**config.mk**
```make
export PLATFORM = sky130hd
export DESIGN_NAME = display_scan
export DESIGN_NICKNAME = d
export VERILOG_FILES = /design/src/rtl/display_scan.sv
export SDC_FILE = /design/constraint.sdc
export NUM_CORES = 1
export LEC_CHECK = 0
export CAP_MARGIN = 20
export CORE_ASPECT_RATIO = 0.7
export CORE_MARGIN = 3
export CORE_UTILIZATION = 50
export DETAILED_ROUTE_END_ITERATION = 7
export PLACE_DENSITY_LB_ADDON = 0.1
export SLEW_MARGIN = 20
export SYNTH_ARGS = -nofsm -noshare
export SYNTH_HDL_FRONTEND = slang
export SYNTH_SLANG_ARGS = --single-unit
```
**constraint.sdc**
```tcl
create_clock -name clk -period 3.6 [get_ports clk]
set_input_delay 0.72 -clock clk [delete_from_list [all_inputs] [get_ports clk]]
set_output_delay 0.72 -clock clk [all_outputs]
set_load 0.02 [all_outputs]
```
**src/rtl/display_scan.sv**
```systemverilog
// display_scan: eight-digit multiplexed 7-segment scanner.
// Each digit slot lasts SCAN_DIV cycles and begins with DEAD cycles with all
// anodes off. New digit data is double-buffered and shown only from a frame
// start. Leading zeros can be blanked, and selected digits blink.
// Outputs are registered from the next-state values, so every output matches
// the slot and prescaler position of the cycle in which it is visible.
module display_scan #(
    parameter int SCAN_DIV   = 50000,
    parameter int DEAD       = 2,
    parameter int BLINK_HALF = 64
) (
    input  logic        clk,
    input  logic        rst_n,
    input  logic [31:0] digits_in,
    input  logic        load,
    input  logic [7:0]  blink_mask,
    input  logic        lz_blank_en,
    output logic [3:0]  digit_out,
    output logic [7:0]  anode_n,
    output logic        frame_tick
);

    localparam logic [15:0] CNT_MAX   = 16'(SCAN_DIV - 1);
    localparam logic [15:0] DEAD_C    = 16'(DEAD);
    localparam logic [7:0]  BLINK_MAX = 8'(BLINK_HALF - 1);

    logic [15:0] cnt, cnt_nxt;
    logic [2:0]  idx, idx_nxt;
    logic        run;
    logic [31:0] pending, pending_nxt;
    logic        pending_valid, pending_valid_nxt;
    logic [31:0] display, display_nxt;
    logic [7:0]  fcnt, fcnt_nxt;
    logic        blink_phase, blink_phase_nxt;
    logic        wrap;
    logic        boundary;
    logic        lz_blank;
    logic [3:0]  digit_nxt;
    logic [7:0]  anode_nxt;
    logic        tick_nxt;

    // Next-state for scan position, buffers, blink timing and output values.
    always_comb begin
        cnt_nxt           = cnt + 16'd1;
        idx_nxt           = idx;
        pending_nxt       = pending;
        pending_valid_nxt = pending_valid;
        display_nxt       = display;
        fcnt_nxt          = fcnt;
        blink_phase_nxt   = blink_phase;
        lz_blank          = 1'b0;
        digit_nxt         = 4'hF;
        anode_nxt         = 8'hFF;
        tick_nxt          = 1'b0;

        // The first edge after reset release opens frame 0 at cnt=0.
        wrap     = run && (cnt == CNT_MAX) && (idx == 3'd7);
        boundary = !run || wrap;

        if (!run) begin
            cnt_nxt = 16'd0;
            idx_nxt = 3'd0;
        end else if (cnt == CNT_MAX) begin
            cnt_nxt = 16'd0;
            idx_nxt = idx + 3'd1;
        end

        // Only genuinely completed frames advance the blink timer.
        if (wrap) begin
            if (fcnt == BLINK_MAX) begin
                fcnt_nxt        = 8'd0;
                blink_phase_nxt = !blink_phase;
            end else begin
                fcnt_nxt = fcnt + 8'd1;
            end
        end

        // A load landing on a frame start bypasses the pending buffer.
        if (load) begin
            pending_nxt = digits_in;
            if (boundary) begin
                display_nxt       = digits_in;
                pending_valid_nxt = 1'b0;
            end else begin
                pending_valid_nxt = 1'b1;
            end
        end else if (boundary && pending_valid) begin
            display_nxt       = pending;
            pending_valid_nxt = 1'b0;
        end

        lz_blank  = lz_blank_en && (idx_nxt != 3'd0) &&
                    ((display_nxt >> {idx_nxt, 2'b00}) == 32'd0);
        digit_nxt = display_nxt[{idx_nxt, 2'b00} +: 4];
        if (lz_blank || (blink_phase_nxt && blink_mask[idx_nxt]))
            digit_nxt = 4'hF;

        if (cnt_nxt >= DEAD_C)
            anode_nxt = ~(8'b1 << idx_nxt);
        tick_nxt = (cnt_nxt == 16'd0) && (idx_nxt == 3'd0);
    end

    // Scan, buffer and blink state registers.
    always_ff @(posedge clk or negedge rst_n) begin
        if (!rst_n) begin
            cnt           <= 16'd0;
            idx           <= 3'd0;
            run           <= 1'b0;
            pending       <= 32'hFFFF_FFFF;
            pending_valid <= 1'b0;
            display       <= 32'hFFFF_FFFF;
            fcnt          <= 8'd0;
            blink_phase   <= 1'b0;
        end else begin
            cnt           <= cnt_nxt;
            idx           <= idx_nxt;
            run           <= 1'b1;
            pending       <= pending_nxt;
            pending_valid <= pending_valid_nxt;
            display       <= display_nxt;
            fcnt          <= fcnt_nxt;
            blink_phase   <= blink_phase_nxt;
        end
    end

    // Registered outputs, aligned with the cnt/idx of the same cycle.
    always_ff @(posedge clk or negedge rst_n) begin
        if (!rst_n) begin
            digit_out  <= 4'hF;
            anode_n    <= 8'hFF;
            frame_tick <= 1'b0;
        end else begin
            digit_out  <= digit_nxt;
            anode_n    <= anode_nxt;
            frame_tick <= tick_nxt;
        end
    end

endmodule

```
# Word-level counts from Yosys, hierarchy flattened
# Index checks and enable logic that the tools add are counted.
totals:
  rom_bits: 0
  latch_bits: 0
  regBits: 107
  ramBits: 0
  elab_cells: 56
  mem_count: 0
classes:
  n_reduce_logical: 16
  bitwise: 1
  addsub: 3
  div: 0
  n_mux: 17
  n_mul: 0
  shifts: 3
  n_lt_le_gt_ge: 2
  n_eq_ne: 3
ops:
  columns: ["op", "count"]
  rows:
  - ["32-bit two-way mux", 3]
  - ["32-bit logical NOT", 1]
  - ["16-bit two-way mux", 2]
  - ["32-bit by 6-bit indexed part select with 4-bit output", 1]
  - ["32-bit by 5-bit right shift with 32-bit output", 1]
  - ["16-bit by 1-bit adder with 16-bit output (second input constant)", 1]
  - ["16-bit equality test (second input constant)", 1]
  - ["16-bit by 2-bit greater-or-equal comparator with 1-bit output (second input constant)", 1]
  - ["16-bit logical NOT", 1]
  - ["8-bit two-way mux", 2]
  - ["8-bit by 1-bit adder with 8-bit output (second input constant)", 1]
  - ["8-bit by 6-bit equality test with 1-bit output (second input constant)", 1]
  - ["8-bit NOT", 1]
  - ["1-bit by 3-bit << shifter with 8-bit output (first input constant)", 1]
  - ["1-bit logical AND", 7]
  - ["1-bit two-way mux", 6]
  - ["3-bit two-way mux", 2]
  - ["3-bit by 4-bit < comparator with 1-bit output (second input constant)", 1]
  - ["4-bit two-way mux", 1]
  - ["3-bit by 1-bit adder with 3-bit output (second input constant)", 1]
  - ["1-bit binary-select mux with 3-bit select", 1]
  - ["3-bit equality test (second input constant)", 1]
  - ["3-bit logical NOT", 1]
  - ["3-bit nonzero test", 1]
  - ["3 further kinds", 5]

# Longest topological paths before layout
depth:
  depth_word: 12
  depth_mapped: 13
  mapped_depth_nobuf: 11

# Worst setup path before layout
# No wires, ideal clock.
synth_timing:
  kind: "register to register"
  from: "register cnt[4]"
  to: "register digit_out[0]"
  arrival_ns: 3.200
  path_stages_with_launch: 12
  setup_time_ns: 0.081
  path_buffers: 1
  synth_period_minus_slack_ns: 3.280
  path_slack_ns: 0.320
  required_time_ns: 3.519
  cell_sequence: "dfrtp_1 > or4_1 > buf_2 > nor4_4 > mux2_4 > inv_2 > nand2_1 > a211oi_1 > nor4_1 > nor4b_1 > nand4_2 > a32oi_1"
synth_via:
  elab_chain_cells: 12
  elab_cells_between_ends: 22
  classes_between: "eq/ne (1); shift (2); mux (9); reduce/logical (10)"
synth_lines:
  columns: ["element", "line", "rtl"]
  rows:
  - ["start, declared", "27", "logic [15:0] cnt, cnt_nxt;"]
  - ["start signal, assigned", "115", "cnt <= cnt_nxt;"]
  - ["16-bit equality test *", "57, 63", null]
  - ["1-bit logical AND (2 in a row)", "57", "wrap = run && (cnt == CNT_MAX) && (idx == 3'd7);"]
  - ["1-bit logical OR", "58", "boundary = !run || wrap;"]
  - ["1-bit logical AND", "87", "end else if (boundary && pending_valid) begin"]
  - ["32-bit two-way mux", "87", null]
  - ["32-bit two-way mux", "79", "if (load) begin"]
  - ["32-bit by 5-bit right shift with 32-bit output", "93", "((display_nxt >> {idx_nxt, 2'b00}) == 32'd0);"]
  - ["32-bit logical NOT", "93", null]
  - ["1-bit logical AND", "92", "lz_blank = lz_blank_en && (idx_nxt != 3'd0) &&"]
  - ["1-bit logical OR", "95", "if (lz_blank || (blink_phase_nxt && blink_mask[idx_nxt]))"]
  - ["4-bit two-way mux *", "95", null]
  - ["net digit_nxt[0]", "38", "logic [3:0] digit_nxt;"]
  - ["end signal, assigned", "133", "digit_out <= digit_nxt;"]
  - ["end, declared", "18", "output logic [3:0] digit_out,"]
# Mark *: on every way through the listed nets, which the timed path passes. The rest lies on a longest branch. The select of a mux whose other input is x is not followed.
# A chain may end at the register's enable or synchronous reset.

# Worst setup path in the final report
layout_timing:
  from: "register cnt[7]"
  to: "register digit_out[3]"
# Same word-level chain as after synthesis.

==> results_dict.tcl <==
set metrics [dict create \
    status "complete, no violations" \
    timing_max_transition_violations_final 0 \
    p_r_area_growth_vs_syn_pct 22.0 \
    grt_max_degree 78 \
    ctsHoldBuffers 0 \
    setup.worst_path.end_class "register" \
    synthDominantCellAreaShare_pct 35.3 \
    clockRootBuffer "sky130_fd_sc_hd__clkbuf_16" \
    setup_total_negative_slack_ns 0 \
    reg2regPathDepth 12 \
    floorplan.initialDensity_pct 53.0 \
    gpl.final_weighted_congestion 0.933 \
    filler_cell_count 826 \
    tritoncts "done" \
    critical_path.max_stage_delay_ns 0.57 \
    place.port_buffers 56 \
    core_rows 31 \
    detail_route.wirelength_um 14400 \
    dp_hpwl_um 10100 \
    antenna_found_initial 0 \
    hold_path_depth 2 \
    worstPathArrival_ns 3.74 \
    fmax_ghz 0.287 \
    synth_compound_area_share_pct 12.2 \
    placed_area_um2 6490 \
    first_global_vias 4494 \
    ir_worst_vdd_mv 0.235 \
    synthSimpleGateAreaFrac_pct 22.7 \
    total_leakage_power_nw 2.72 \
    fp.dieArea_um2 12600 \
    routed_via_density 5.91 \
    worstPathCellList "or4_1 -> buf_4 -> nor4_4 -> buf_4 -> mux2_4 -> inv_2 -> buf_4 -> a211oi_1 -> nor4_1 -> buf_4 -> inv_1 -> a32oi_1" \
    clk_pin_slew_worst_paths_ns 0.07 \
    layoutNonFillerInstCount 795 \
    timing.critical_path.from_type "register" \
    grt_pass1_wl_um 23700 \
    required_ns 3.86 \
    route.detailed.drc 0 \
    xor_xnor_portion_of_the_synthesized_cell_area_pct 3.10 \
    post-place-ws_ns 0.116 \
    cellPowerDensity_nw_per_um2 430 \
    diodes 0 \
    stdcell_area_um2 6900 \
    synth.ff_latch_count 107 \
    nets 690 \
    yosys_warnings 0 \
    cp_slowest_cell "sky130_fd_sc_hd__or4_1" \
    path_class "reg2reg" \
    synth_area_leaders "sky130_fd_sc_hd__dfstp_2 (35%), sky130_fd_sc_hd__dfrtp_1 (14%), sky130_fd_sc_hd__nand3_1 (7.3%), sky130_fd_sc_hd__mux2_2 (5.4%), sky130_fd_sc_hd__nor2_1 (3.0%)" \
    netlist_area_um2 5650 \
    max_slew_margin_pct 39.6 \
    fin_crit_sh_pct 96.8 \
    timing.final.hold_violations 0 \
    synthDominantAreaCellType "sky130_fd_sc_hd__dfstp_2" \
    first_pass_iters 5 \
    clk-insertion-delay-late_ns 0.35 \
    drt.antenna.violating_nets 0 \
    final_layout_size_suffix_gt1_share_pct 27.8 \
    synth_seq_area_share_pct 49.0 \
    synth-main-ff-cell "sky130_fd_sc_hd__dfstp_2" \
    mostFrequentLayoutCells "sky130_fd_sc_hd__nand3_1 (81), sky130_fd_sc_hd__dfstp_2 (76), sky130_fd_sc_hd__clkdlybuf4s50_1 (54)" \
    unrepaired_setup_endpoints_after_global_routing "no" \
    drt-wirelength-per-cell_um 18.1 \
    netlist-cell-type-count 58 \
    synth_nets 626 \
    multi_input_area_um2 2700 \
    clock-skew-final_ns 0.00782 \
    cts_htree_levels 3 \
    layout_min_cycle_time_ns 3.48 \
    numPlacedInstances 777 \
    synth_adder_area_share_pct 0.885 \
    core_um2 10700 \
    number_of_synthesized_flops_with_an_enable_pin 0 \
    final-setup-viol-count 0 \
    die_h_um 95.0 \
    min_path_type "reg2reg" \
    postSynthCellCount 578 \
    layout_commonest_cell "sky130_fd_sc_hd__nand3_1" \
    seq_area_um2 2770 \
    clock_sink_count 107 \
    boundaryPins 57 \
    finalWorstSetupSlack_ns 0.117 \
    die_x_um 133 \
    cts_inserted_buffers 9 \
    cap_violations 0 \
    reg2reg_setup_slack_ns 0.12 \
    worst_slew_pin_slew_ns 0.906 \
    finalCoreUtilization_pct 64.7 \
    synthArstFlopShare_pct 100 \
    max-clock-path-buffers 2 \
    dominant_combinational_cell_family_by_area_after_synthesis "simple AND/OR/NAND/NOR gates" \
    critical_path.max_fanout 13 \
    drt_iter0_markers 501 \
    grtUsageTotal_pct 23.5 \
    critical_path.most_common_cell "sky130_fd_sc_hd__buf_4" \
    postSynthAreaPerCell_um2 9.78 \
    grt_remaining_overflow 0 \
    synth.mux.area_fraction_pct 7.86 \
    detailroute.via_count 4701 \
]
-- metal layers --
layer  global-route usage (%)  vias to the layer above  part of all wire, %
li1                         -                     2198                    -
met1                     35.9                     2312                   50
met2                     32.9                      180                   41
met3                     6.34                       11                  7.3
met4                     5.57                        0                 0.90
met5                        0                        -                    0
-- state kept, by name (all words and copies together), names as in the netlist --
| signal | flops |
|---|---|
| pending | 32 |
| cnt | 16 |
| pending_valid | 1 |
| blink_phase | 1 |
| anode_n | 8 |
| run | 1 |
| idx | 3 |
| digit_out | 4 |
| display | 32 |
| fcnt | 8 |
| frame_tick | 1 |
-- metrics by stage --
stage | hold WS [ns] | power (W)
floorplan | 0.424 | 0.00169
global placement | 0.456 | 0.00189
detailed placement | 0.464 | 0.00190
CTS | 0.474 | 0.00298
global route | 0.492 | 0.00309
finish | 0.475 | 0.00297
-- report_power, final --
part | switching (W) | leakage (nW) | internal (W)
clock | 0.000426 | 0.165 | 0.000642
sequential | 0.0000542 | 1.22 | 0.00137
combinational | 0.000263 | 1.33 | 0.000208
total | 0.000742 | 2.72 | 0.00222
-- synthesized netlist by cell type, types with 13 or more instances --
| library cell | count |
|---|---|
| sky130_fd_sc_hd__nand3_1 | 82 |
| sky130_fd_sc_hd__dfstp_2 | 76 |
| sky130_fd_sc_hd__nor2_1 | 45 |
| sky130_fd_sc_hd__nand2_1 | 42 |
| sky130_fd_sc_hd__dfrtp_1 | 31 |
| sky130_fd_sc_hd__o21ai_0 | 30 |
| sky130_fd_sc_hd__mux2_2 | 27 |
| sky130_fd_sc_hd__clkbuf_1 | 23 |
| sky130_fd_sc_hd__a21oi_1 | 19 |
| sky130_fd_sc_hd__nor3_1 | 19 |
| sky130_fd_sc_hd__nand2b_1 | 17 |
| sky130_fd_sc_hd__inv_1 | 13 |
-- worst paths after layout --
kind | end | start
worst max-delay path | digit_out[3]$_DFF_PN1_ | cnt[7]$_DFF_PN0_
worst min-delay path | pending[0]$_DFFE_PN1P_ | pending[0]$_DFFE_PN1P_
worst max register to register | digit_out[3]$_DFF_PN1_ | cnt[7]$_DFF_PN0_
worst min register to register | pending[0]$_DFFE_PN1P_ | pending[0]$_DFFE_PN1P_
max in group asynchronous | display[29]$_DFF_PN1_ | rst_n
min in group asynchronous | cnt[15]$_DFF_PN0_ | rst_n
-- cells by family after synthesis --
family | after synthesis
other | 1
AO/OA/AOI/OAI | 107
adder cells (fa/ha/maj) | 4
AND/OR/NAND/NOR | 249
XOR/XNOR | 20
flip-flops | 107
multiplexers | 40
buffers and inverters | 50
-- worst max-delay path, delay by kind of cell (launching register included) --
kind	cells	cell delay, ns
compound gates	2	0.29
simple gates	3	1.36
buf+inv	6	0.95
flops	1	0.41
mux	1	0.40
-- area by class of cell --
class / count / area share (%)
clock buffers: 14 / 4.28
clock inverters: 2 / 0.562
inverters: 15 / 0.853
multi-input cells: 421 / 39.1
flip-flops and latches: 107 / 40.2
well taps: 148 / 2.69
repair buffers: 88 / 12.3
-- repair_timing --
action / CTS / global route
buffers inserted: 0 / 2
endpoints found under the setup margin: 0 / 4
gates resized for setup: 0 / 12
Note: power is estimated with default switching activity, not from simulation.
